### config.mk
export PLATFORM = sky130hd
export DESIGN_NAME = instr_sequencer
export DESIGN_NICKNAME = d
export VERILOG_FILES = /design/src/rtl/instr_sequencer.sv
export SDC_FILE = /design/constraint.sdc
export NUM_CORES = 1
export LEC_CHECK = 0
export CAP_MARGIN = 20
export CELL_PAD_IN_SITES_DETAIL_PLACEMENT = 1
export CELL_PAD_IN_SITES_GLOBAL_PLACEMENT = 1
export CORE_ASPECT_RATIO = 0.5
export CORE_MARGIN = 10
export CORE_UTILIZATION = 25
export CTS_CLUSTER_DIAMETER = 80
export DETAILED_ROUTE_END_ITERATION = 10
export DONT_BUFFER_PORTS = 1
export GPL_TIMING_DRIVEN = 0
export PLACE_DENSITY_LB_ADDON = 0.1
export SYNTH_ARGS = -nofsm -noshare
export SYNTH_HDL_FRONTEND = slang
export SYNTH_SLANG_ARGS = --single-unit
### constraint.sdc
create_clock -name Clock -period 4.81 [get_ports Clock]
set_input_delay 0.481 -clock Clock [delete_from_list [all_inputs] [get_ports Clock]]
set_output_delay 0.481 -clock Clock [all_outputs]
set_load 0.01 [all_outputs]
### src/rtl/instr_sequencer.sv
// Instruction issuer for the grupo 4 processor: fetches IIIXXXYYY words from a
// synchronous ROM, pulses Run with the word on DIN, supplies mvi immediates and waits for Done.
module instr_sequencer #(
  parameter int unsigned ADDR_W  = 5,
  parameter int unsigned TIMEOUT = 15
) (
  input  logic              Clock,
  input  logic              Resetn,
  input  logic              Start,
  input  logic [8:0]        MemData,
  input  logic              Done,
  output logic [ADDR_W-1:0] MemAddr,
  output logic [8:0]        DIN,
  output logic              Run,
  output logic              Busy,
  output logic              Halted,
  output logic              Error,
  output logic [7:0]        InstrCount
);

  typedef enum logic [2:0] {
    S_IDLE,
    S_FETCH,
    S_LATCH,
    S_ISSUE,
    S_IMM,
    S_WAIT,
    S_HALT,
    S_ERROR
  } state_t;

  localparam logic [2:0] OP_MVI  = 3'b001;
  localparam logic [2:0] OP_HALT = 3'b111;
  localparam logic [7:0] TIMEOUT_C = 8'(TIMEOUT);

  state_t            state_q, state_d;
  logic [ADDR_W-1:0] pc_q, pc_d;
  logic [8:0]        ir_q, ir_d;
  logic [8:0]        imm_q, imm_d;
  logic [7:0]        wait_q, wait_d;
  logic [7:0]        count_q, count_d;

  logic              is_mvi;
  logic              retire;
  logic [ADDR_W-1:0] pc_plus1;
  logic [ADDR_W-1:0] pc_plus2;
  logic [7:0]        wait_inc;

  assign is_mvi   = (ir_q[8:6] == OP_MVI);
  assign pc_plus1 = pc_q + ADDR_W'(1);
  assign pc_plus2 = pc_q + ADDR_W'(2);
  assign wait_inc = wait_q + 8'd1;

  always_ff @(posedge Clock or negedge Resetn) begin
    if (!Resetn) begin
      state_q <= S_IDLE;
      pc_q    <= '0;
      ir_q    <= '0;
      imm_q   <= '0;
      wait_q  <= '0;
      count_q <= '0;
    end else begin
      state_q <= state_d;
      pc_q    <= pc_d;
      ir_q    <= ir_d;
      imm_q   <= imm_d;
      wait_q  <= wait_d;
      count_q <= count_d;
    end
  end

  always_comb begin
    state_d = state_q;
    pc_d    = pc_q;
    ir_d    = ir_q;
    imm_d   = imm_q;
    wait_d  = wait_q;
    count_d = count_q;
    retire  = 1'b0;

    case (state_q)
      S_IDLE, S_HALT, S_ERROR: begin
        if (Start) begin
          pc_d    = '0;
          count_d = '0;
          wait_d  = '0;
          state_d = S_FETCH;
        end
      end
      S_FETCH: state_d = S_LATCH;
      S_LATCH: begin
        ir_d    = MemData;
        state_d = (MemData[8:6] == OP_HALT) ? S_HALT : S_ISSUE;
      end
      S_ISSUE: begin
        wait_d  = '0;
        state_d = is_mvi ? S_IMM : S_WAIT;
      end
      S_IMM: begin
        imm_d = MemData;
        if (Done) retire = 1'b1;
        else      state_d = S_WAIT;
      end
      S_WAIT: begin
        if (Done) begin
          retire = 1'b1;
        end else begin
          wait_d = wait_inc;
          if (wait_inc == TIMEOUT_C) state_d = S_ERROR;
        end
      end
      default: state_d = S_IDLE;
    endcase

    // mvi consumed two ROM words, so it advances the PC past its immediate.
    if (retire) begin
      pc_d    = is_mvi ? pc_plus2 : pc_plus1;
      count_d = (count_q == 8'hFF) ? count_q : count_q + 8'd1;
      state_d = S_FETCH;
    end
  end

  always_comb begin
    MemAddr = pc_q;
    DIN     = '0;
    Run     = 1'b0;
    Busy    = 1'b1;
    Halted  = 1'b0;
    Error   = 1'b0;

    case (state_q)
      S_IDLE:  Busy = 1'b0;
      S_HALT: begin
        Busy   = 1'b0;
        Halted = 1'b1;
      end
      S_ERROR: begin
        Busy  = 1'b0;
        Error = 1'b1;
      end
      S_ISSUE: begin
        DIN = ir_q;
        Run = 1'b1;
        if (is_mvi) MemAddr = pc_plus1;
      end
      S_IMM: begin
        DIN     = MemData;
        MemAddr = pc_plus1;
      end
      S_WAIT:  DIN = is_mvi ? imm_q : ir_q;
      default: ;
    endcase
  end

  assign InstrCount = count_q;

endmodule

# [Word level (Yosys, flattened, before mapping)]
# Index checks and enable logic that the tools add are counted.
[word_totals] reg_bits=42
[op_classes] n_addsub=4 mux=28 reduce_logical=10 n_eq_ne=18
[ops] operator="2-to-1 mux 8 bit" n=5
[ops] operator="one-hot mux 9 bit (3 select lines)" n=1
[ops] operator="2-to-1 mux 5 bit" n=5
[ops] operator="one-hot mux 8 bit (3 select lines)" n=1
[ops] operator="2-to-1 mux 3 bit" n=6
[ops] operator="one-hot mux 3 bit (6 select lines)" n=1
[ops] operator="adder 8 x 1 -> 8 bit (second input constant)" n=2
[ops] operator="equality test 3 bit (second input constant)" n=5
[ops] operator="one-hot mux 5 bit (2 select lines)" n=1
[ops] operator="2-to-1 mux 9 bit" n=1
[ops] operator="!= test 3 bit (second input constant)" n=3
[ops] operator="equality test 8 x 4 -> 1 bit (second input constant)" n=1
[ops] operator="equality test 8 bit (second input constant)" n=1
[ops] operator="2-to-1 mux 1 bit" n=7
[ops] operator="equality test 3 x 1 -> 1 bit (second input constant)" n=2
[ops] operator="equality test 3 x 2 -> 1 bit (second input constant)" n=2
[ops] operator="AND reduction 3 bit" n=2
[ops] operator="adder 5 x 1 -> 5 bit (second input constant)" n=1
[ops] operator="adder 5 x 2 -> 5 bit (second input constant)" n=1
[ops] operator="!= test 2 bit (second input constant)" n=2
[ops] operator="AND reduction 4 bit" n=1
[ops] operator="nonzero test 2 bit" n=2
[ops] operator="zero test 3 bit" n=1
[ops] operator="!= test 3 x 1 -> 1 bit (second input constant)" n=1
[ops] operator="5 further kinds" n=5

# [Longest topological paths before layout]
# Gate-level depths: netlist of run 1.
[depth] ltp_word=6 ltp_mapped=6 depth_no_buf=5

# [Worst setup path after synthesis of run 1]
# OpenSTA, ideal clock, no wires.
[synth_timing] path_type="register to output" start="register state_q[0]" end="output MemAddr[4]" slack_ps=2879 required_ps=4329 t_arrival_ps=1450 stages_incl_launch_ff=7 cell_sequence="dfrtp_1 buf_4 or3b_1 buf_2 o21ai_2 nand4_1 xnor2_1"
[synth_via] elab_chain_len=2 word_cells_on_any_way=3 cone_classes="2 x eq/ne; 1 x mux"
[synth_rtl] element="start: declaration" line="36" source="state_t state_q, state_d;"
[synth_rtl] element="start signal: assignment" line="63" source="state_q <= state_d;"
[synth_rtl] element="equality test 3 bit / equality test 3 x 2 -> 1 bit (equally long branches)" line="131" source="case (state_q)"
[synth_rtl] element="one-hot mux 5 bit (2 select lines) *" line="131"
[synth_rtl] element="end: declaration" line="12" source="output logic [ADDR_W-1:0] MemAddr,"
# Mark *: on every way between the ends. The rest lies on a longest branch, timed or not.

# [Final worst setup path of run 1]
[layout_timing] start="register state_q[1]" end="output DIN[7]"
[layout_via] elab_chain_len=2 word_cells_on_any_way=4 cone_classes="3 x eq/ne; 1 x mux"
[layout_rtl] element="equality test 3 bit / equality test 3 x 2 -> 1 bit (equally long branches)" line="131"
[layout_rtl] element="one-hot mux 9 bit (3 select lines) *" line="131"
[layout_rtl] element="end: declaration" line="13" source="output logic [8:0] DIN,"
# Marks and branches as above.

==> results of run 1 <==
-- flip-flops by register name, summed over array words and instances (netlist names) --
name	count
imm_q	9
state_q	3
wait_q	8
InstrCount	8
pc_q	5
ir_q	9
-- worst paths after layout --
kind / startpoint / end / slack (ns)
max in group asynchronous: Resetn / pc_q[1]$_DFFE_PN0P_ / 4.57
worst min register to register: imm_q[2]$_DFFE_PN0P_ / imm_q[2]$_DFFE_PN0P_ / 0.48
worst min-delay path: Resetn / wait_q[4]$_DFFE_PN0P_ / 0.04
min in group Clock: MemData[3] / imm_q[3]$_DFFE_PN0P_ / 0.29
worst max-delay path: state_q[1]$_DFFE_PN0P_ / DIN[7] / 2.17
worst max register to register: InstrCount[0]$_DFFE_PN0P_ / InstrCount[1]$_DFFE_PN0P_ / 2.98
-- timing repair --
action / 4_1_cts / 5_1_grt
hold endpoints to repair: 42 / 0
endpoints found under the setup margin: 0 / 0
hold buffers: 1 / 0
-- kinds of logic after synthesis --
kind of cell | after synthesis | synth area share (%)
AND/OR/NAND/NOR | 96 | 19.97
AO/OA/AOI/OAI | 78 | 22.67
flip-flops | 42 | 41.22
buffers and inverters | 29 | 5.348
XOR/XNOR | 10 | 3.435
multiplexers | 10 | 4.416
adder cells (fa/ha/maj) | 6 | 2.944
-- synthesized netlist by cell type, types with 2 or more instances --
cell type and number:
nand4_1 4, dfrtp_1 42, nand2b_1 5, nand2_1 39
nor3_1 2, o21ai_2 3, nor2b_1 2, a22oi_1 2
mux2_2 10, nand3_1 12, xor2_1 2, o22ai_1 2
ha_1 6, and2_1 2, buf_2 4, nand3b_1 4
o31ai_1 7, xnor2_1 8, nor2_1 12, a222oi_1 6
o21ai_0 24, a31oi_1 8, a21oi_1 7, inv_1 15
o211ai_1 3, a41oi_1 2, buf_4 4, and3_1 3
and4_1 2, o41ai_1 3, clkbuf_1 4
-- per-layer routing --
layer	global-route usage (%)	up-vias
li1	-	1009
met1	14.20	1058
met2	16.00	39
met3	3.919	10
met4	2.313	0
met5	0	-
-- worst reg2reg max path, stage by stage (launching register included) --
cell and delay, ns:
dfrtp_1 0.49, ha_1 0.34, nand3_1 0.18, o21ai_0 0.48, nand3_1 0.14, o21ai_0 0.11
-- layout make-up --
cell class | count | share of cell area, %
repair buffers | 1 | 0.9362
flip-flops and latches | 42 | 35.74
plain buffers | 13 | 2.596
well taps | 135 | 5.745
clock inverters | 3 | 2.340
clock buffers | 5 | 4.255
inverters | 16 | 2.043
multi-input cells | 200 | 46.34
-- power groups by stage --
stage / logic, mW / clock network (mW) / registers, mW
global placement: 0.768 / 0 / 0.580
CTS: 0.799 / 0.468 / 0.580
global route: 0.885 / 0.479 / 0.601
floorplan: 0.601 / 0 / 0.550
detailed placement: 0.785 / 0 / 0.586
finish: 0.780 / 0.454 / 0.580
-- per-stage QoR --
step | instances | util, %
finish | 415 | 30.32
global route | 415 | 30.32
CTS | 415 | 30.32
detailed placement | 406 | 28.04
global placement | 406 | 28.04
floorplan | 271 | -
==> impl_results.md, run 1 <==
- Outcome: finished, final reports clean
- Share of layout cells above drive strength 1: 14.64%
- Fmax: 0.3795 GHz
- Routed length on met3: 441 um
- Worst Setup End Kind: output pin
- Unique masters post-synth: 53
- Crit path DAT: 2.15 ns
- Detailed Route WL: 7.774 mm
- Sequential area share after synthesis: 41.22%
- Die height: 91.42 um
- Vias in the first global route: 2274
- Initial antenna violation count: 0
- Post-CTS Repair Setup Buffers: 0
- PortBufs: 0
- P_int: 1.057 mW
- Area contributors post-synth: dfrtp_1 41%, nand2_1 5.7%, o21ai_0 4.7%, mux2_2 4.4%, ha_1 2.9%
- First-pass GRT wire length: 12.86 mm
- TNS Setup: 0 ns
- Area growth from synthesis to layout: 15.31%
- Startpoint Class: flop
- Met2 Wirelength: 3.393 mm
- Synth warnings: 0
- Root Driver: clkbuf_16
- Multi-input logic area: 1363 um^2
- DRT met1 WL: 3.877 mm
- Cells on worst reg2reg path: 5
- Stages on worst setup path: 6
- NetSw: 0.7565 mW
- Antenna Nets Post-Route: 0
- Setup WS post-layout: 2.175 ns
- RSZ-0062 raised after global routing: false
- Maximum VDD drop: 165.1 uV
- Synth top area share: 41.22%
- Design area: 2940 um^2
- Clk Latency, worst-skew pair: 0.29 ns
- Total track usage: 10.66%
- Worst-path clk slew: 0.07 ns
- Worst EP required: 4.33 ns
- Synth Cell Area: 2550 um^2
- Initial core utilization: 26.30%
- 1st-pass router iterations: 4
- Clock network fraction of total power: 25.1%
- Pin count of the biggest net entering global routing: 43
- DIE WIDTH: 162.8 um
- CTS tree: done
- Final period util: 54.78%
- Crit path max-delay cell type: nor2_2
- Setup WS pre-CTS: 2.451 ns
- DRT iter0 DRCs: 133
- Grt total ovfl: 0
- Die area: 14880 um^2
- # diodes: 0
- Worst Hold Slack: 0.03755 ns
- Core Rows: 25
- TritonCTS buffer count: 5
- Final setup viols: 0
- Lkg Pwr: 1.242 nW
- Placer congestion estimate: 0.7657
- Detailed Place HPWL: 5.488 mm
- Pwr Total: 1.814 mW
- EDFF count, synth: 0
- DP Area: 2719 um^2
- Buf/Inv on CP: 2
- Via density: 5.099
- Kind of critical path: reg -> out
- Cell taking the most area after synthesis: dfrtp_1
- Top FF cell, synth: dfrtp_1
- Switching share of power: 41.71%
- Maxcap violations: 0
- Flop pwr share: 32.0%
- Top layer in use: met4
- CTS Sinks: 42
- Final Hold Fails: 0
- Post-synth ARST share: 100.0%
- Syn_nets: 290
- Mapped Cells: 271
- Power Dens Cells: 616.8 nW/um^2
- Max Slew Vio Count: 0
- Total core area: 9697 um^2
- Max stage delay on crit path: 0.41 ns
- Most common cell after layout, fill and taps aside: dfrtp_1
- Io pins: 39
- Worst-margin pin slew: 0.6224 ns
- Final min period: 2.635 ns
- Nets: 298
- Delay-heaviest family, CP: simple AND/OR/NAND/NOR gates
- Routed vias: 2116
- Hold/Removal Path Class: in -> async
- Clock buffer depth: 2
- Worst-path cell chain: buf_4 -> nand2b_1 -> nor2_2 -> buf_2 -> nand2_1 -> o21ai_0
- WL per Instance: 18.73 um
- FF/Latch Area: 1051 um^2
- Commonest non-fill, non-tap cells in the layout: 42 x dfrtp_1, 39 x nand2_1, 24 x o21ai_0
- Syn Area/Cell: 9.409 um^2
- Comb pwr share: 43.0%
- Filler Cells Inserted: 1128
- Post-route DRC: 0
- Max FO, Critical Path: 10
- Clock Skew: 0.005729 ns
- Seq cells post-synth: 42
- Worst relative slew slack: 58.43%
- Post_cts resized: 0
- H-tree Lvls: 2
Power figures use the tool's default switching activity.
==> run 2: changes to the inputs <==
Clock period 4.81 ns to 2.75 ns, I/O delays scaled along.
==> run 2 against run 1 <==
  * Via count grew 0.33%
  * Sequential share of layout area fell by 0.12 points
  * Design area up 0.34%
  * Non-clock buffer count grew 1
  * Critical path type unchanged
  * Clock-buffer cell count stayed put
  * Critical path depth is the same
  * Combinational power increased by 74%
  * Clock skew up 0.00093 ns
  * Largest cell class unchanged
  * Register-to-register slack got worse by 2.1 ns
==> impl_results.md, run 2 (synthesis gave the netlist of run 1 again) <==
- Biggest regs: imm_q: 9 flops, ir_q: 9 flops
- Detailed Place HPWL: 5.488 mm
- Worst EP required: 2.48 ns
- Startpoint Class: flop
- R2r setup slk: 0.92 ns
- CTS tree: done
- Flop pwr share: 31.9%
- Root Driver: clkbuf_16
- Most common cell after layout, fill and taps aside: dfrtp_1
- # diodes: 0
- Crit path max-delay cell type: nor2_2
- Routed vias: 2123
- Crit path DAT: 2.16 ns
- Core Rows: 25
- Comb pwr share: 43.0%
- Clock network fraction of total power: 25.1%
- Die area: 14880 um^2
- Pwr Total: 3.175 mW
- Worst Hold Slack: 0.08992 ns
- First-pass GRT wire length: 12.85 mm
- Filler Cells Inserted: 1128
- Vias in the first global route: 2279
- Final Hold Fails: 0
- Share of layout cells above drive strength 1: 14.59%
- Outcome: finished, final reports clean
- Maxcap violations: 0
- Worst-path cell chain: buf_4 -> nand2b_1 -> nor2_2 -> buf_2 -> nand2_1 -> o21ai_0
- TNS Setup: 0 ns
- Buf/Inv on CP: 2
- Die height: 91.42 um
- DRT iter0 DRCs: 136
- DP Area: 2719 um^2
- Final setup viols: 0
- Nets: 299
- Fmax: 0.4112 GHz
- Io pins: 39
- Design area: 2950 um^2
- Worst Setup End Kind: output pin
- Initial antenna violation count: 0
- Power Dens Cells: 1076 nW/um^2
- P_int: 1.850 mW
- Worst relative slew slack: 58.44%
- Total track usage: 10.64%
- Delay-heaviest family, CP: simple AND/OR/NAND/NOR gates
- Worst-margin pin slew: 0.6222 ns
- Hold/Removal Path Class: in -> reg
- Detailed Route WL: 7.761 mm
- Lkg Pwr: 1.246 nW
- WL per Instance: 18.66 um
- DIE WIDTH: 162.8 um
- NetSw: 1.325 mW
- Total core area: 9697 um^2
- Via density: 5.103
- Placer congestion estimate: 0.7657
- Worst-path clk slew: 0.07 ns
- Area growth from synthesis to layout: 15.70%
- PortBufs: 0
- Clk Latency, worst-skew pair: 0.29 ns
- Final period util: 88.44%
- Commonest non-fill, non-tap cells in the layout: 42 x dfrtp_1, 39 x nand2_1, 24 x o21ai_0
- H-tree Lvls: 2
- Max stage delay on crit path: 0.41 ns
- Final min period: 2.432 ns
- Final Core Density: 30.43%
- CTS Sinks: 42
- Switching share of power: 41.74%
- Max Slew Vio Count: 0
- TritonCTS buffer count: 5
- Pin count of the biggest net entering global routing: 43
- Post-route DRC: 0
- Initial core utilization: 26.30%
- Kind of critical path: reg -> out
- Post_cts resized: 0
- 1st-pass router iterations: 5
- Max FO, Critical Path: 10
- RSZ-0062 raised after global routing: false
- Clock buffer depth: 2
- Antenna Nets Post-Route: 0
- Clock Skew: 0.006658 ns
- Grt total ovfl: 0
- Maximum VDD drop: 289.4 uV
-- run 2: changes by cell type in the layout (fill, tap and decap cells not counted) --
cell           change
dlygate4sd3_1      +1
-- run 2: cell type report --
class	count	area, um^2	share of cell area (%)
Multi-Input combinational cell	200	1363	46.18
Sequential cell	42	1051	35.62
Tap cell	135	168.9	5.725
Clock buffer	5	125.1	4.241
Buffer	13	76.32	2.587
Clock inverter	3	68.82	2.332
Inverter	16	60.06	2.036
Timing Repair Buffer	2	37.54	1.272
-- run 2: what timing repair did --
| item | 4_1_cts | 5_1_grt |
|---|---|---|
| hold buffers | 2 | 0 |
| endpoints found under the hold margin | 42 | 0 |
| setup endpoints to repair | 0 | 0 |
| buffers inserted | 0 | 0 |
-- run 2: power groups by stage --
stage | sequential, mW | clock (mW) | combinational (mW)
2_1_floorplan | 0.962 | 0 | 1.05
3_3_place_gp | 1.01 | 0 | 1.34
3_5_place_dp | 1.02 | 0 | 1.37
4_1_cts | 1.01 | 0.818 | 1.40
5_1_grt | 1.05 | 0.838 | 1.55
6_report | 1.01 | 0.797 | 1.36
-- run 2: path summary, 6_finish.rpt --
check / start / depth (start not counted) / endpoint
setup / recovery: state_q[1]$_DFFE_PN0P_ / 6 / DIN[7]
hold / removal: MemData[3] / 2 / imm_q[3]$_DFFE_PN0P_
setup reg to reg: InstrCount[0]$_DFFE_PN0P_ / 5 / InstrCount[1]$_DFFE_PN0P_
hold reg to reg: imm_q[2]$_DFFE_PN0P_ / 2 / imm_q[2]$_DFFE_PN0P_
max in group asynchronous: Resetn / 2 / pc_q[1]$_DFFE_PN0P_
min in group asynchronous: Resetn / 2 / state_q[1]$_DFFE_PN0P_
-- run 2: per-stage QoR --
stage	setup WS, ns	cells
final	0.3178	416
after global routing	0.09340	416
after CTS	0.2633	416
after detailed placement	0.5971	406
after global placement	0.6179	406
after floorplan	1.025	271
-- run 2: routing by layer --
metal	part of all wire [%]	routed length, um	global-route usage [%]	vias to the layer above
met1	50	3845	14.09	1066
li1	-	-	-	1013
met5	0	0	0	-
met2	44	3411	16.07	37
met3	5.9	456	3.919	7
met4	0.61	47	2.313	0
